==> config.mk <==
export PLATFORM = sky130hd
export DESIGN_NAME = fp_addsub_ctrl_flat
export DESIGN_NICKNAME = d
export VERILOG_FILES = /design/src/rtl/fp_addsub_ctrl_if.sv /design/src/rtl/fp_addsub_ctrl.sv /design/src/flat_wrapper.sv
export SDC_FILE = /design/constraint.sdc
export NUM_CORES = 1
export LEC_CHECK = 0
export CORE_MARGIN = 8
export CORE_UTILIZATION = 40
export DETAILED_ROUTE_END_ITERATION = 10
export PLACE_DENSITY = 0.8
export SLEW_MARGIN = 0
export SYNTH_ARGS = -nofsm -noshare
export SYNTH_HDL_FRONTEND = slang
export SYNTH_SLANG_ARGS = --single-unit
==> constraint.sdc <==
create_clock -name clk -period 3.6 [get_ports clk]
set_clock_uncertainty 0.2 [all_clocks]
set_input_delay 0.54 -clock clk [delete_from_list [all_inputs] [get_ports clk]]
set_output_delay 0.54 -clock clk [all_outputs]
set_load 0.01 [all_outputs]
==> src/rtl/fp_addsub_ctrl_if.sv <==
// rtl/fp_addsub_ctrl_if.sv - request, core and response signal bundle for fp_addsub_ctrl
interface fp_addsub_ctrl_if #(
    parameter int TAG_W = 4
);
    logic             req_valid;
    logic             req_ready;
    logic [31:0]      req_a;
    logic [31:0]      req_b;
    logic             req_sub;
    logic [TAG_W-1:0] req_tag;
    logic             add_start;
    logic [31:0]      add_x;
    logic [31:0]      add_y;
    logic             add_valid;
    logic [31:0]      add_sum;
    logic             rsp_valid;
    logic             rsp_ready;
    logic [31:0]      rsp_sum;
    logic [TAG_W-1:0] rsp_tag;
    logic             rsp_timeout;

    modport slave (
        input  req_valid, req_a, req_b, req_sub, req_tag, add_valid, add_sum, rsp_ready,
        output req_ready, add_start, add_x, add_y, rsp_valid, rsp_sum, rsp_tag, rsp_timeout
    );

    modport master (
        output req_valid, req_a, req_b, req_sub, req_tag, add_valid, add_sum, rsp_ready,
        input  req_ready, add_start, add_x, add_y, rsp_valid, rsp_sum, rsp_tag, rsp_timeout
    );
endinterface

==> src/rtl/fp_addsub_ctrl.sv <==
// rtl/fp_addsub_ctrl.sv - add/sub request front-end and response back-end around Float_Add
module fp_addsub_ctrl #(
    parameter int TIMEOUT_CYCLES = 64,
    parameter int TAG_W          = 4
) (
    input logic              clk,
    input logic              rst,
    fp_addsub_ctrl_if.slave  bus
);
    typedef enum logic [1:0] {IDLE, ISSUE, WAIT, RESP} state_t;

    localparam int          CNT_W    = $clog2(TIMEOUT_CYCLES);
    localparam logic [31:0] QNAN     = 32'h7FC0_0000;
    localparam logic [CNT_W-1:0] CNT_LAST = CNT_W'(TIMEOUT_CYCLES - 1);

    state_t             state_q, state_d;
    logic               en_q, en_d;
    logic [31:0]        a_q, a_d;
    logic [31:0]        b_q, b_d;
    logic [31:0]        sum_q, sum_d;
    logic [TAG_W-1:0]   tag_q, tag_d;
    logic               tmo_q, tmo_d;
    logic               v0_q, v0_d;
    logic [CNT_W-1:0]   cnt_q, cnt_d;

    logic [31:0]        b_in;
    logic               a_zero, b_zero;
    logic [31:0]        bypass_sum;
    logic               busy;

    // Denormals count as zero: only the exponent field is inspected.
    always_comb begin
        b_in   = {bus.req_b[31] ^ bus.req_sub, bus.req_b[30:0]};
        a_zero = (bus.req_a[30:23] == 8'd0);
        b_zero = (b_in[30:23] == 8'd0);
        if (a_zero && b_zero)
            bypass_sum = {bus.req_a[31] & b_in[31], 31'd0};
        else if (a_zero)
            bypass_sum = b_in;
        else
            bypass_sum = bus.req_a;
    end

    always_comb begin
        state_d = state_q;
        en_d    = 1'b1;
        a_d     = a_q;
        b_d     = b_q;
        sum_d   = sum_q;
        tag_d   = tag_q;
        tmo_d   = tmo_q;
        v0_d    = v0_q;
        cnt_d   = cnt_q;
        case (state_q)
            IDLE: begin
                if (bus.req_valid && en_q) begin
                    a_d   = bus.req_a;
                    b_d   = b_in;
                    tag_d = bus.req_tag;
                    tmo_d = 1'b0;
                    if (a_zero || b_zero) begin
                        sum_d   = bypass_sum;
                        state_d = RESP;
                    end else begin
                        state_d = ISSUE;
                    end
                end
            end
            ISSUE: begin
                // Completion is any level change relative to this sample.
                v0_d    = bus.add_valid;
                cnt_d   = '0;
                state_d = WAIT;
            end
            WAIT: begin
                if (bus.add_valid != v0_q) begin
                    sum_d   = bus.add_sum;
                    tmo_d   = 1'b0;
                    state_d = RESP;
                end else if (cnt_q == CNT_LAST) begin
                    sum_d   = QNAN;
                    tmo_d   = 1'b1;
                    state_d = RESP;
                end else begin
                    cnt_d = cnt_q + CNT_W'(1);
                end
            end
            RESP: begin
                if (bus.rsp_ready)
                    state_d = IDLE;
            end
            default: state_d = IDLE;
        endcase
    end

    always_ff @(posedge clk or posedge rst) begin
        if (rst) begin
            state_q <= IDLE;
            en_q    <= 1'b0;
            a_q     <= '0;
            b_q     <= '0;
            sum_q   <= '0;
            tag_q   <= '0;
            tmo_q   <= 1'b0;
            v0_q    <= 1'b0;
            cnt_q   <= '0;
        end else begin
            state_q <= state_d;
            en_q    <= en_d;
            a_q     <= a_d;
            b_q     <= b_d;
            sum_q   <= sum_d;
            tag_q   <= tag_d;
            tmo_q   <= tmo_d;
            v0_q    <= v0_d;
            cnt_q   <= cnt_d;
        end
    end

    assign busy            = (state_q == ISSUE) || (state_q == WAIT);
    assign bus.req_ready   = (state_q == IDLE) && en_q;
    assign bus.add_start   = (state_q == ISSUE);
    assign bus.add_x       = busy ? a_q : 32'd0;
    assign bus.add_y       = busy ? b_q : 32'd0;
    assign bus.rsp_valid   = (state_q == RESP);
    assign bus.rsp_sum     = sum_q;
    assign bus.rsp_tag     = tag_q;
    assign bus.rsp_timeout = tmo_q;
endmodule
==> src/flat_wrapper.sv <==
// flat-port wrapper written by rule: the top's interface ports become plain ports
module fp_addsub_ctrl_flat 
#(
    parameter int TIMEOUT_CYCLES = 64,
    parameter int TAG_W          = 4
)
  (clk, rst, bus_req_valid, bus_req_a, bus_req_b, bus_req_sub, bus_req_tag, bus_add_valid, bus_add_sum, bus_rsp_ready, bus_req_ready, bus_add_start, bus_add_x, bus_add_y, bus_rsp_valid, bus_rsp_sum, bus_rsp_tag, bus_rsp_timeout);
  fp_addsub_ctrl_if #(.TAG_W(TAG_W)) bus_i ();
  input logic clk;
  input logic rst;
  input wire logic [$bits(bus_i.req_valid)-1:0] bus_req_valid;
  input wire logic [$bits(bus_i.req_a)-1:0] bus_req_a;
  input wire logic [$bits(bus_i.req_b)-1:0] bus_req_b;
  input wire logic [$bits(bus_i.req_sub)-1:0] bus_req_sub;
  input wire logic [$bits(bus_i.req_tag)-1:0] bus_req_tag;
  input wire logic [$bits(bus_i.add_valid)-1:0] bus_add_valid;
  input wire logic [$bits(bus_i.add_sum)-1:0] bus_add_sum;
  input wire logic [$bits(bus_i.rsp_ready)-1:0] bus_rsp_ready;
  output wire logic [$bits(bus_i.req_ready)-1:0] bus_req_ready;
  output wire logic [$bits(bus_i.add_start)-1:0] bus_add_start;
  output wire logic [$bits(bus_i.add_x)-1:0] bus_add_x;
  output wire logic [$bits(bus_i.add_y)-1:0] bus_add_y;
  output wire logic [$bits(bus_i.rsp_valid)-1:0] bus_rsp_valid;
  output wire logic [$bits(bus_i.rsp_sum)-1:0] bus_rsp_sum;
  output wire logic [$bits(bus_i.rsp_tag)-1:0] bus_rsp_tag;
  output wire logic [$bits(bus_i.rsp_timeout)-1:0] bus_rsp_timeout;
  assign bus_i.req_valid = bus_req_valid;
  assign bus_i.req_a = bus_req_a;
  assign bus_i.req_b = bus_req_b;
  assign bus_i.req_sub = bus_req_sub;
  assign bus_i.req_tag = bus_req_tag;
  assign bus_i.add_valid = bus_add_valid;
  assign bus_i.add_sum = bus_add_sum;
  assign bus_i.rsp_ready = bus_rsp_ready;
  assign bus_req_ready = bus_i.req_ready;
  assign bus_add_start = bus_i.add_start;
  assign bus_add_x = bus_i.add_x;
  assign bus_add_y = bus_i.add_y;
  assign bus_rsp_valid = bus_i.rsp_valid;
  assign bus_rsp_sum = bus_i.rsp_sum;
  assign bus_rsp_tag = bus_i.rsp_tag;
  assign bus_rsp_timeout = bus_i.rsp_timeout;
  fp_addsub_ctrl #(.TIMEOUT_CYCLES(TIMEOUT_CYCLES), .TAG_W(TAG_W)) u_core (.clk(clk), .rst(rst), .bus(bus_i));
endmodule
* After elaboration in Yosys (flattened, before gate mapping)
Cells that the tools add are included.
** Cells by class
- Equality and inequality tests :: 11
- Reduce and logical (&&, ||, !) cells :: 15
- Multiplexer cells :: 22
- $add $sub $neg :: 1
- Bitwise operators :: 2
** Operators with widths (number)
- $mux W32 :: 8
- $pmux W32 S2 :: 1
- $logic_not A8 Y1 :: 2
- $mux W6 :: 2
- $pmux W6 S2 :: 1
- $mux W2 :: 5
- $reduce_and A3 Y1 :: 3
- $pmux W2 S4 :: 1
- $add A6 B1 Y6 const B :: 1
- $eq A6 B6 Y1 const B :: 1
- $ne A2 B2 Y1 const B :: 3
- $eq A2 B2 Y1 const B :: 2
- $ne A2 B1 Y1 const B :: 2
- $reduce_and A4 Y1 :: 1
- $reduce_bool A2 Y1 :: 2
- $logic_and A1 B1 Y1 :: 3
- $mux W1 :: 3
- $ne A3 B1 Y1 const B :: 1
- $eq A2 B1 Y1 const B :: 1
- $logic_not A2 Y1 :: 1
- $logic_or A1 B1 Y1 :: 2
- $pmux W1 S2 :: 1
- $reduce_and A2 Y1 :: 1
- $and A1 B1 Y1 :: 1
- other kinds (2) :: 2
** Word-level totals
- Bits in registers :: 111
- Output and inout port bits :: 104

* Longest topological paths before layout
- Word-level depth :: 6
- Gate-level depth with buffers :: 8
- Mapped depth without buffers :: 7

* Worst setup path after synthesis
Ideal clock, no wire load.
- Path kind :: reg-to-reg
- Start :: register u_core.state_q[0]
- End :: register u_core.a_q[0]
- Stages on the path, launching flop included :: 8
- Setup time :: 0.128 ns
- Data required time :: 3.272 ns
- Arrival time :: 1.944 ns
- Setup slack :: 1.329 ns
- Period minus slack after synthesis :: 2.271 ns
- Path through :: dfrtp_1 -> inv_1 -> ha_1 -> and2_1 -> nand2_1 -> buf_1 -> buf_2 -> mux2_1
** Between the ends
- Word-level cells in the longest chain between the ends :: 2
** Ends and longest elaborated chain
- from (decl) :: RTL line fp_addsub_ctrl.sv:16 : state_t state_q, state_d;
- from (signal assigned) :: RTL line fp_addsub_ctrl.sv:108 : state_q <= state_d;
- $logic_not A2 Y1 :: RTL line fp_addsub_ctrl.sv:54 : case (state_q)
- $reduce_and A2 Y1 (no source line)
- to (signal assigned) :: RTL line fp_addsub_ctrl.sv:100 : a_q <= '0;
- to (signal assigned) :: RTL line fp_addsub_ctrl.sv:110 : a_q <= a_d;
- to (decl) :: RTL line fp_addsub_ctrl.sv:18 : logic [31:0] a_q, a_d;
No other way between the ends.
A chain may end at the register's enable or synchronous reset.

* Worst setup path in the final report
- Start :: register u_core.state_q[1]
- End :: output port bus_add_x[7]
** Between the ends
- Word-level cells in the longest chain between the ends :: 3
** Ends and longest elaborated chain
- $eq A2 B1 Y1 or $eq A2 B2 Y1 (tied branches) :: RTL line fp_addsub_ctrl.sv:120 : assign busy = (state_q == ISSUE) || (state_q == WAIT);
- $logic_or A1 B1 Y1 (*) :: RTL line fp_addsub_ctrl.sv:120
- $mux W32 (*) :: RTL line fp_addsub_ctrl.sv:123 : assign bus.add_x = busy ? a_q : 32'd0;
- to (decl) :: RTL line flat_wrapper.sv:21 : output wire logic [$bits(bus_i.add_x)-1:0] bus_add_x;
Every way passes the cells marked *; elsewhere a longest branch is shown, timed or not.

==> impl_metrics.json <==
{
  "run_status": "completed",
  "netlist_top_cells_count": "dfrtp_1, and2_1, mux2_2",
  "start_util_pct": 41.1,
  "p_sw_mw": 2.62,
  "vias": 4392,
  "cp.arrival_ns": 2.51,
  "ys_ff_latch": 111,
  "p_int_mw": 4.74,
  "htreeDepth": 3,
  "switching_share_pct": 35.6,
  "netlist_instances": 462,
  "cp-start-kind": "flip-flop",
  "drc": 0,
  "cts_tree": "yes",
  "synthAdderAreaFrac_pct": 1.14,
  "synthSimpleGateAreaFrac_pct": 13.3,
  "power_mw": 7.36,
  "io_pins": 210,
  "die_area_sq_um": 17700,
  "slew_headroom_pct": 28.3,
  "place_ws_ns": 0.403,
  "cts_inserted_buffers": 9,
  "ctsRootBufferMaster": "clkbuf_16",
  "power_frac_clock_pct": 13.7,
  "ys_types": 42,
  "finalSetupViolCount": 0,
  "rr_worst_depth": 6,
  "power.density_nw_per_um2": 920,
  "synth_nets": 573,
  "first_pass_iters": 6,
  "ir_drop_v": 0.000507,
  "grt_pass1_vias": 4810,
  "via_per_inst": 5.21,
  "pwr-share-seq_pct": 29.4,
  "fmax_ghz": 0.308,
  "period_share_pct": 90.2,
  "clk_pin_slew_ns": 0.07,
  "numClockSinks": 111,
  "yosysSeqAreaShare_pct": 50.8,
  "gp_congestion": 0.864,
  "io_buffer_count": 209,
  "synth.most_common_cell": "dfrtp_1",
  "drv_slew": 0,
  "synth_area_leaders": "dfrtp_1, mux2_2, and2_1, mux2_1, mux2i_1",
  "worst-path-max-fanout": 29,
  "wl_um": 16400,
  "min_period_ns": 3.25,
  "cts_hold_buf": 0,
  "finalHoldViolations": 0,
  "num_rows": 42,
  "grt_overflow": 0,
  "syn_area_sq_um": 5460,
  "grt_pass1_wl_um": 25900,
  "hold_depth": 1,
  "end_kind": "output pin",
  "wl_per_cell_um": 19.4,
  "die_w_um": 133,
  "yosysTopAreaCell": "dfrtp_1",
  "p_leak_nw": 3.34,
  "fillers": 1070,
  "tightest_slew_ns": 1.07,
  "synth_area_per_cell_sq_um": 11.8,
  "synth_enable_flop_cells": 0,
  "critPathKind": "flip-flop to output pin",
  "nets": 773,
  "drive_above_1_share_pct": 13.2,
  "rsz0062_at_grt": "false",
  "post_cts_resized": 0,
  "grtUsageTotal_pct": 18.2,
  "worstPathRequired_ns": 2.86,
  "drtAntennaViolNets": 0,
  "diodes": 0,
  "synth_top_area_share_pct": 50.8,
  "fin_worst_hold_slack_ns": 0.285,
  "maxCapViolations": 0,
  "clk_latency_ns": 0.35,
  "synth_compound_area_share_pct": 8.27,
  "yosysWarnings": 0,
  "synth_top_family_by_area": "multiplexers",
  "core_sq_um": 13300,
  "synthToLayoutAreaGrowth_pct": 46.5,
  "fin_ws_ns": 0.352,
  "async_flop_share_pct": 100,
  "cts_setup_buffers": 0,
  "grt_antenna_before_repair": 0,
  "p_comb_share_pct": 57.0,
  "cts_buffer_depth": 2,
  "drtIter0Drc": 360,
  "finalSetupTns_ns": 0,
  "synth.area.mux_share_pct": 20.3,
  "hold_class": "flip-flop to flip-flop",
  "synthFlopType": "dfrtp_1",
  "synth_xor_area_share_pct": 0.801,
  "grt_max_degree": 112,
  "hpwlAfterDp_um": 12200,
  "die_h_um": 133
}
-- worst max-delay path, cell delays in order, from the launching register on --
cell and delay, ns:
dfrtp_1 0.43, inv_1 0.09, ha_2 0.65, buf_4 0.27
and2_1 0.16, clkdlybuf4s50_1 0.54
-- metrics by stage --
stage | instance area, sq um | utilization [%] | std cells
global route | 8000 | 60.2 | 843
detailed placement | 7700 | 58.0 | 827
finish | 8000 | 60.2 | 843
global placement | 7700 | 58.0 | 827
floorplan | 5470 | - | 462
CTS | 8000 | 60.2 | 843
-- cell families (layout without fill, tap and decap cells) --
family | count (synthesis) | count (layout)
AO/OA/AOI/OAI | 55 | 55
XOR/XNOR | 5 | 5
adder cells (fa/ha/maj) | 5 | 5
buffers and inverters | 57 | 262
flip-flops | 111 | 111
multiplexers | 101 | 101
other | 1 | 1
AND/OR/NAND/NOR | 127 | 127
-- power by group through the flow --
stage	Combinational, mW	Clock, mW	Sequential [mW]
after floorplan	2.08	0	2.19
after global placement	4.17	0	2.14
after detailed placement	4.27	0	2.18
after CTS	4.28	1.04	2.16
after global routing	4.52	1.08	2.23
final	4.19	1.01	2.16
-- flip-flops by register name, summed over array words and instances (netlist names) --
| register | cells |
|---|---|
| u_core.bus.rsp_sum | 32 |
| u_core.cnt_q | 6 |
| u_core.b_q | 32 |
| u_core.bus.rsp_timeout | 1 |
| u_core.en_q | 1 |
| u_core.v0_q | 1 |
| u_core.bus.rsp_tag | 4 |
| u_core.state_q | 2 |
| u_core.a_q | 32 |
-- area by class of cell --
cell class	count	area (sq um)	area share [%]
Tap cell	176	220	2.75
Clock inverter	6	60.1	0.750
Sequential cell	111	2780	34.7
Inverter	30	116	1.45
Clock buffer	10	239	2.99
Multi-Input combinational cell	294	2410	30.1
Timing Repair Buffer	216	2180	27.3
-- worst paths after layout --
kind | start | endpoint | slack (ns)
setup reg to reg | u_core.state_q[0] | u_core.bus.rsp_sum[9] | 0.98
min in group asynchronous | rst | u_core.b_q[24] | 0.52
max in group asynchronous | rst | u_core.a_q[7] | 2.22
setup / recovery | u_core.state_q[1] | bus_add_x[7] | 0.35
hold reg to reg | u_core.a_q[5] | u_core.a_q[5] | 0.28
hold / removal | u_core.a_q[5] | u_core.a_q[5] | 0.28
-- routing by layer --
layer / vias to the layer above / global-route usage, % / part of all wire, %
met5: - / 0 / 0
met1: 2162 / 20.9 / 39
met2: 190 / 30.8 / 50
met3: 22 / 6.17 / 9.4
li1: 2018 / - / -
met4: 0 / 6.81 / 1.8
-- cell usage in the layout, fill, tap and decap left out, types with 2 or more instances in the layout --
cell and n:
clkdlybuf4s50_1 209, dfrtp_1 111, and2_1 65, mux2_2 52, inv_1 28, mux2_1 26
mux2i_1 23, a222oi_1 22, nor2_1 21, nand2_1 21, a21oi_1 13, clkbuf_16 9
o21ai_1 6, a31oi_1 4, xnor2_1 4, ha_1 4, buf_4 4, and3_1 3
clkinvlp_4 3, nand3_1 3, clkinv_2 3, buf_12 3, or4_4 2, nor4_1 2
nor4_4 2, nand4_1 2, nor2_2 2, o21ai_0 2
Note: power is estimated with default switching activity, not from simulation.
==> RTL change 1: new RTL, same flow settings <==
`TAG_W` is set to 4 in 3 places; all go to 5.
--- a/src/rtl/fp_addsub_ctrl_if.sv
+++ b/src/rtl/fp_addsub_ctrl_if.sv
@@ -1,5 +1,5 @@
 // rtl/fp_addsub_ctrl_if.sv - request, core and response signal bundle for fp_addsub_ctrl
 interface fp_addsub_ctrl_if #(
-    parameter int TAG_W = 4
+    parameter int TAG_W = 5
 );
     logic             req_valid;
--- a/src/rtl/fp_addsub_ctrl.sv
+++ b/src/rtl/fp_addsub_ctrl.sv
@@ -2,5 +2,5 @@
 module fp_addsub_ctrl #(
     parameter int TIMEOUT_CYCLES = 64,
-    parameter int TAG_W          = 4
+    parameter int TAG_W          = 5
 ) (
     input logic              clk,
--- a/src/flat_wrapper.sv
+++ b/src/flat_wrapper.sv
@@ -3,5 +3,5 @@
 #(
     parameter int TIMEOUT_CYCLES = 64,
-    parameter int TAG_W          = 4
+    parameter int TAG_W          = 5
 )
   (clk, rst, bus_req_valid, bus_req_a, bus_req_b, bus_req_sub, bus_req_tag, bus_add_valid, bus_add_sum, bus_rsp_ready, bus_req_ready, bus_add_start, bus_add_x, bus_add_y, bus_rsp_valid, bus_rsp_sum, bus_rsp_tag, bus_rsp_timeout);
Ports: changed (resized bus_req_tag and bus_rsp_tag); port bits go from 210 to 212. The function was not compared with the original's and may differ.
==> RTL change 1 against the unedited design <==
- die area increased by 0.57%
- wire length is 0.59% lower
- synthesized cell count rose by 0.43%
- total power grew 1.2%
- worst setup slack worse by 0.0095 ns
- critical endpoint is now bus_add_x[27]
- critical path depth is the same
- area after synthesis increased by 0.64%
- cell area is 0.91% higher
- sequential cell count increased by 1
==> RTL change 1: results (changes against the unedited design) <==
Finish
  • NonClk Buf Share: 27.1% (was 27.3%)
  • Comb_multi_in: 295 (was 294)
  • Share of cells above drive strength 1: 15.6% (was 13.2%)
  • Clock tree cell share of total cell area: 4.00% (was 3.74%)
  • Seq/total area: 34.7% (about the same)
  • Fin nets: 778 (was 773)
  • Layout clock buffers: 11 (was 10)
  • Nonclk buf count: 218 (was 216)
  • Layout fillers: 1116 (was 1070)
  • P&R area growth vs syn: 46.9% (was 46.5%)
  • Inverters, non-clock: 30 (unchanged)
  • Footprint of the multi-input gates: 0.00242 mm^2 (was 0.00241 mm^2)

Global routing
  • Gr usage total: 18.4% (was 18.2%)
  • First-pass GRT wire length: 26500 um (was 25900 um)
  • Number of global-route vias before repair: 4903 (was 4810)
  • Antenna violations before repair: 0 (unchanged)
  • Largest net degree at the start of global routing: 113 (was 112)

Placed design
  • Post-Place Cell Area: 0.00775 mm^2 (was 0.00770 mm^2)
  • Port Buf Inserts: 211 (was 209)
  • Cell count after placement: 835 (was 827)
  • GP Congestion: 0.825 (was 0.864)
  • Detailed Place HPWL: 12200 um (about the same)

Logic synthesis
  • Mapped Cells: 464 (was 462)
  • Ys async rst share: 100% (unchanged)
  • Area contributors post-synth: dfrtp_1 (51%), mux2_2 (14%), and2_1 (7.4%) (was dfrtp_1 (51%), mux2_2 (11%), and2_1 (7.4%))
  • Yosys Warn Count: 0 (unchanged)
  • Mapped Nets: 576 (was 573)
  • Commonest cells post-synth: dfrtp_1 (112), mux2_2 (70), and2_1 (65) (was dfrtp_1 (111), and2_1 (65), mux2_2 (52))
  • Synth cell types: 41 (was 42)
  • Register area share after synthesis: 51.0% (was 50.8%)

Route
  • Iter 0 DRT Violations: 394 (was 360)
  • Pre-antenna DRT Iters: 8 (was 6)
  • WL final: 16300 um (was 16400 um)
  • Total number of vias: 4397 (was 4392)
  • WL/cell: 19.1 um (was 19.4 um)

Setup path
  • End of the critical path: bus_add_x[27] (was bus_add_x[7])
  • Worst R2R End: u_core.bus.rsp_sum[16] (was u_core.bus.rsp_sum[9])
  • Slowest cell on the critical path: ha_2 (unchanged)
  • FF-to-FF path depth: 6 (unchanged)
  • Crit path max fanout: 43 (was 29)
  • Flop2flop setup slack: 0.84 ns (was 0.98 ns)
  • WP data arrival: 2.52 ns (was 2.51 ns)
  • CP peak stage delay: 0.67 ns (was 0.65 ns)
  • Critical Path Start: u_core.state_q[1] (unchanged)

Hold path
  • Worst hold path class: register to register (unchanged)

Clocking
  • H-Tree Depth: 3 (unchanged)
  • CTS sink count: 112 (was 111)
  • Clk buf depth: 2 (unchanged)
  • Cts bufs inserted: 9 (unchanged)
  • Post-cts sizing count: 0 (unchanged)
  • Clk root buf: clkbuf_16 (unchanged)

STA
  • WHS: 0.279 ns (was 0.285 ns)
  • Slew headroom: 22.0% (was 28.3%)

Outcome
  • Status: complete, no violations (unchanged)

Power and ir drop
  • P_leak: 0.00337 uW (was 0.00334 uW)
  • Max IR drop VDD: 0.391 mV (was 0.507 mV)

Floorplan
  • Core Area: 0.0137 mm^2 (was 0.0133 mm^2)
-- RTL change 1: cell families (layout without fill, tap and decap cells) --
logic type | after synthesis | count (layout) | share of synthesized area (%)
other cells | 1 | 1 | 0.0682
xor+xnor | 5 | 5 | 0.796
simple gates | 127 | 127 | 13.2
compound gates | 55 | 55 | 8.21
mux | 102 | 102 | 20.4
fa+ha+maj | 5 | 5 | 1.14
buf+inv | 57 | 264 | 5.26
flops | 112 | 112 | 51.0
-- RTL change 1: metal layers --
layer  share of wire [%]  vias to the layer above  global-route usage (%)
met5                   0                        -                       0
met1                  40                     2180                    21.2
met2                  49                      166                    31.5
met3                 8.2                       22                    6.17
met4                 1.8                        0                    6.18
li1                    -                     2029                       -
-- RTL change 1: power breakdown --
part	internal (uW)	switching [uW]
logic	2350	1840
registers	1870	313
clock network	629	448
total	4850	2600
-- RTL change 1: stage by stage --
step | setup WS, ns | power (uW)
2_1_floorplan | 1.35 | 4320
3_3_place_gp | 0.546 | 6340
3_5_place_dp | 0.505 | 6460
4_1_cts | 0.290 | 7570
5_1_grt | 0.167 | 7960
6_report | 0.343 | 7450
-- RTL change 1: how the worst min path moves through the flow --
stage	startpoint	end	cells after the start
finish	u_core.b_q[31]	u_core.b_q[31]	2
global route	u_core.b_q[11]	u_core.b_q[11]	1
CTS	u_core.b_q[31]	u_core.b_q[31]	2
detailed placement	u_core.b_q[31]	u_core.b_q[31]	2
global placement	u_core.b_q[31]	u_core.b_q[31]	2
floorplan	u_core.b_q[31]	u_core.b_q[31]	2
-- RTL change 1: worst reg2reg max path, cell delays in order (launching register included) --
cell      delay [ns]
dfrtp_1         0.42
inv_1           0.10
ha_1            0.40
inv_2           0.10
nor2_2          0.90
a222oi_1        0.35
mux2i_1         0.21
==> RTL change 2: new RTL, same flow settings <==
Made on the original files. The 4 states of `state_t` get a one-hot encoding in 4 bits.
--- a/src/rtl/fp_addsub_ctrl.sv
+++ b/src/rtl/fp_addsub_ctrl.sv
@@ -8,5 +8,5 @@
     fp_addsub_ctrl_if.slave  bus
 );
-    typedef enum logic [1:0] {IDLE, ISSUE, WAIT, RESP} state_t;
+    typedef enum logic [3:0] {IDLE = 4'b0001, ISSUE = 4'b0010, WAIT = 4'b0100, RESP = 4'b1000} state_t;
 
     localparam int          CNT_W    = $clog2(TIMEOUT_CYCLES);
Check against the original RTL: no difference found for any inputs over 4 cycles, from zero or initial values and one cycle with rst high; so few cycles prove little.
==> RTL change 2 against the unedited design <==
- worst setup slack got worse by 0.22 ns
- non-clock buffer count rose by 8
- sequential power rose by 4%
- cell area rose by 4.9%
- hold slack got worse by 0.00098 ns
- highest routed layer unchanged
- critical endpoint is now bus_add_x[26]
- area after synthesis rose by 2.2%
- critical path type unchanged
- wire length rose by 9.3%
- total power fell by 21%
- sequential cell count rose by 2
- maximum frequency fell by 6.2%
==> RTL change 2: results (changes against the unedited design) <==
Finish
  • Footprint of the multi-input gates: 0.00259 mm^2 (was 0.00241 mm^2)
  • Fin nets: 795 (was 773)
  • NonClk Buf Share: 26.5% (was 27.3%)
  • Clock tree cell share of total cell area: 6.08% (was 3.74%)
  • Nonclk buf count: 224 (was 216)
  • Comb_multi_in: 329 (was 294)
  • Inverters, non-clock: 3 (was 30)
  • Layout clock buffers: 25 (was 10)

Logic synthesis
  • Mapped Cells: 477 (was 462)
  • Commonest cells post-synth: dfrtp_1 (112), nor2b_1 (64), nor2_1 (61) (was dfrtp_1 (111), and2_1 (65), mux2_2 (52))
  • Area contributors post-synth: dfrtp_1 (50%), mux2_2 (12%), nor2b_1 (7.2%) (was dfrtp_1 (51%), mux2_2 (11%), and2_1 (7.4%))
  • Register area share after synthesis: 50.7% (was 50.8%)
  • Main combinational cell family by area after synthesis: simple AND/OR/NAND/NOR gates (was multiplexers)
  • Mapped Nets: 584 (was 573)
  • Synth Area in Adders: 0.224% (was 1.14%)
  • Post-synth top area share: 50.2% (was 50.8%)
  • Synth cell types: 46 (was 42)

Route
  • Iter 0 DRT Violations: 201 (was 360)
  • Pre-antenna DRT Iters: 4 (was 6)
  • WL final: 17900 um (was 16400 um)
  • Routed wl met2: 8950 um (was 8100 um)
  • WL/cell: 20.3 um (was 19.4 um)
  • Metal3 WL: 1460 um (was 1540 um)
  • Met1 Wirelength: 7040 um (was 6420 um)

Global routing
  • Met1 usage in global routing: 22.8% (was 20.9%)
  • Met3 Usage GRT: 7.48% (was 6.17%)
  • Number of global-route vias before repair: 5160 (was 4810)
  • First-pass GRT wire length: 28100 um (was 25900 um)
  • Largest net degree at the start of global routing: 42 (was 112)
  • Met2 global-route usage: 33.3% (was 30.8%)

Placed design
  • Worst slack at placement: 0.144 ns (was 0.403 ns)
  • Post-Place Cell Area: 0.00786 mm^2 (was 0.00770 mm^2)
  • Detailed Place HPWL: 12800 um (was 12200 um)

STA
  • Slew headroom: 42.6% (was 28.3%)

Clocking
  • Worst-path clk slew: 0.05 ns (was 0.07 ns)
  • H-Tree Depth: 4 (was 3)
  • Post-cts sizing count: 1 (was 0)

Power and ir drop
  • P_leak: 0.00331 uW (was 0.00334 uW)

Setup path
  • CP peak stage delay: 0.58 ns (was 0.65 ns)

Outcome
  • Status: complete, no violations (unchanged)
RTL change 2: worst paths after layout:
check	startpoint	to	slack, ns	depth (start not counted)
worst min register to register	u_core.a_q[2]	u_core.a_q[2]	0.28	1
worst min-delay path	u_core.a_q[2]	u_core.a_q[2]	0.28	1
min in group asynchronous	rst	u_core.a_q[19]	0.43	2
max in group asynchronous	rst	u_core.b_q[26]	2.01	3
worst max register to register	u_core.state_q[0]	u_core.bus.rsp_sum[27]	0.65	5
worst max-delay path	u_core.state_q[2]	bus_add_x[26]	0.14	6
RTL change 2: cells by family after synthesis:
logic type / count (synthesis)
flops: 113
simple gates: 169
buf+inv: 37
fa+ha+maj: 1
mux: 67
other cells: 1
compound gates: 84
xor+xnor: 5
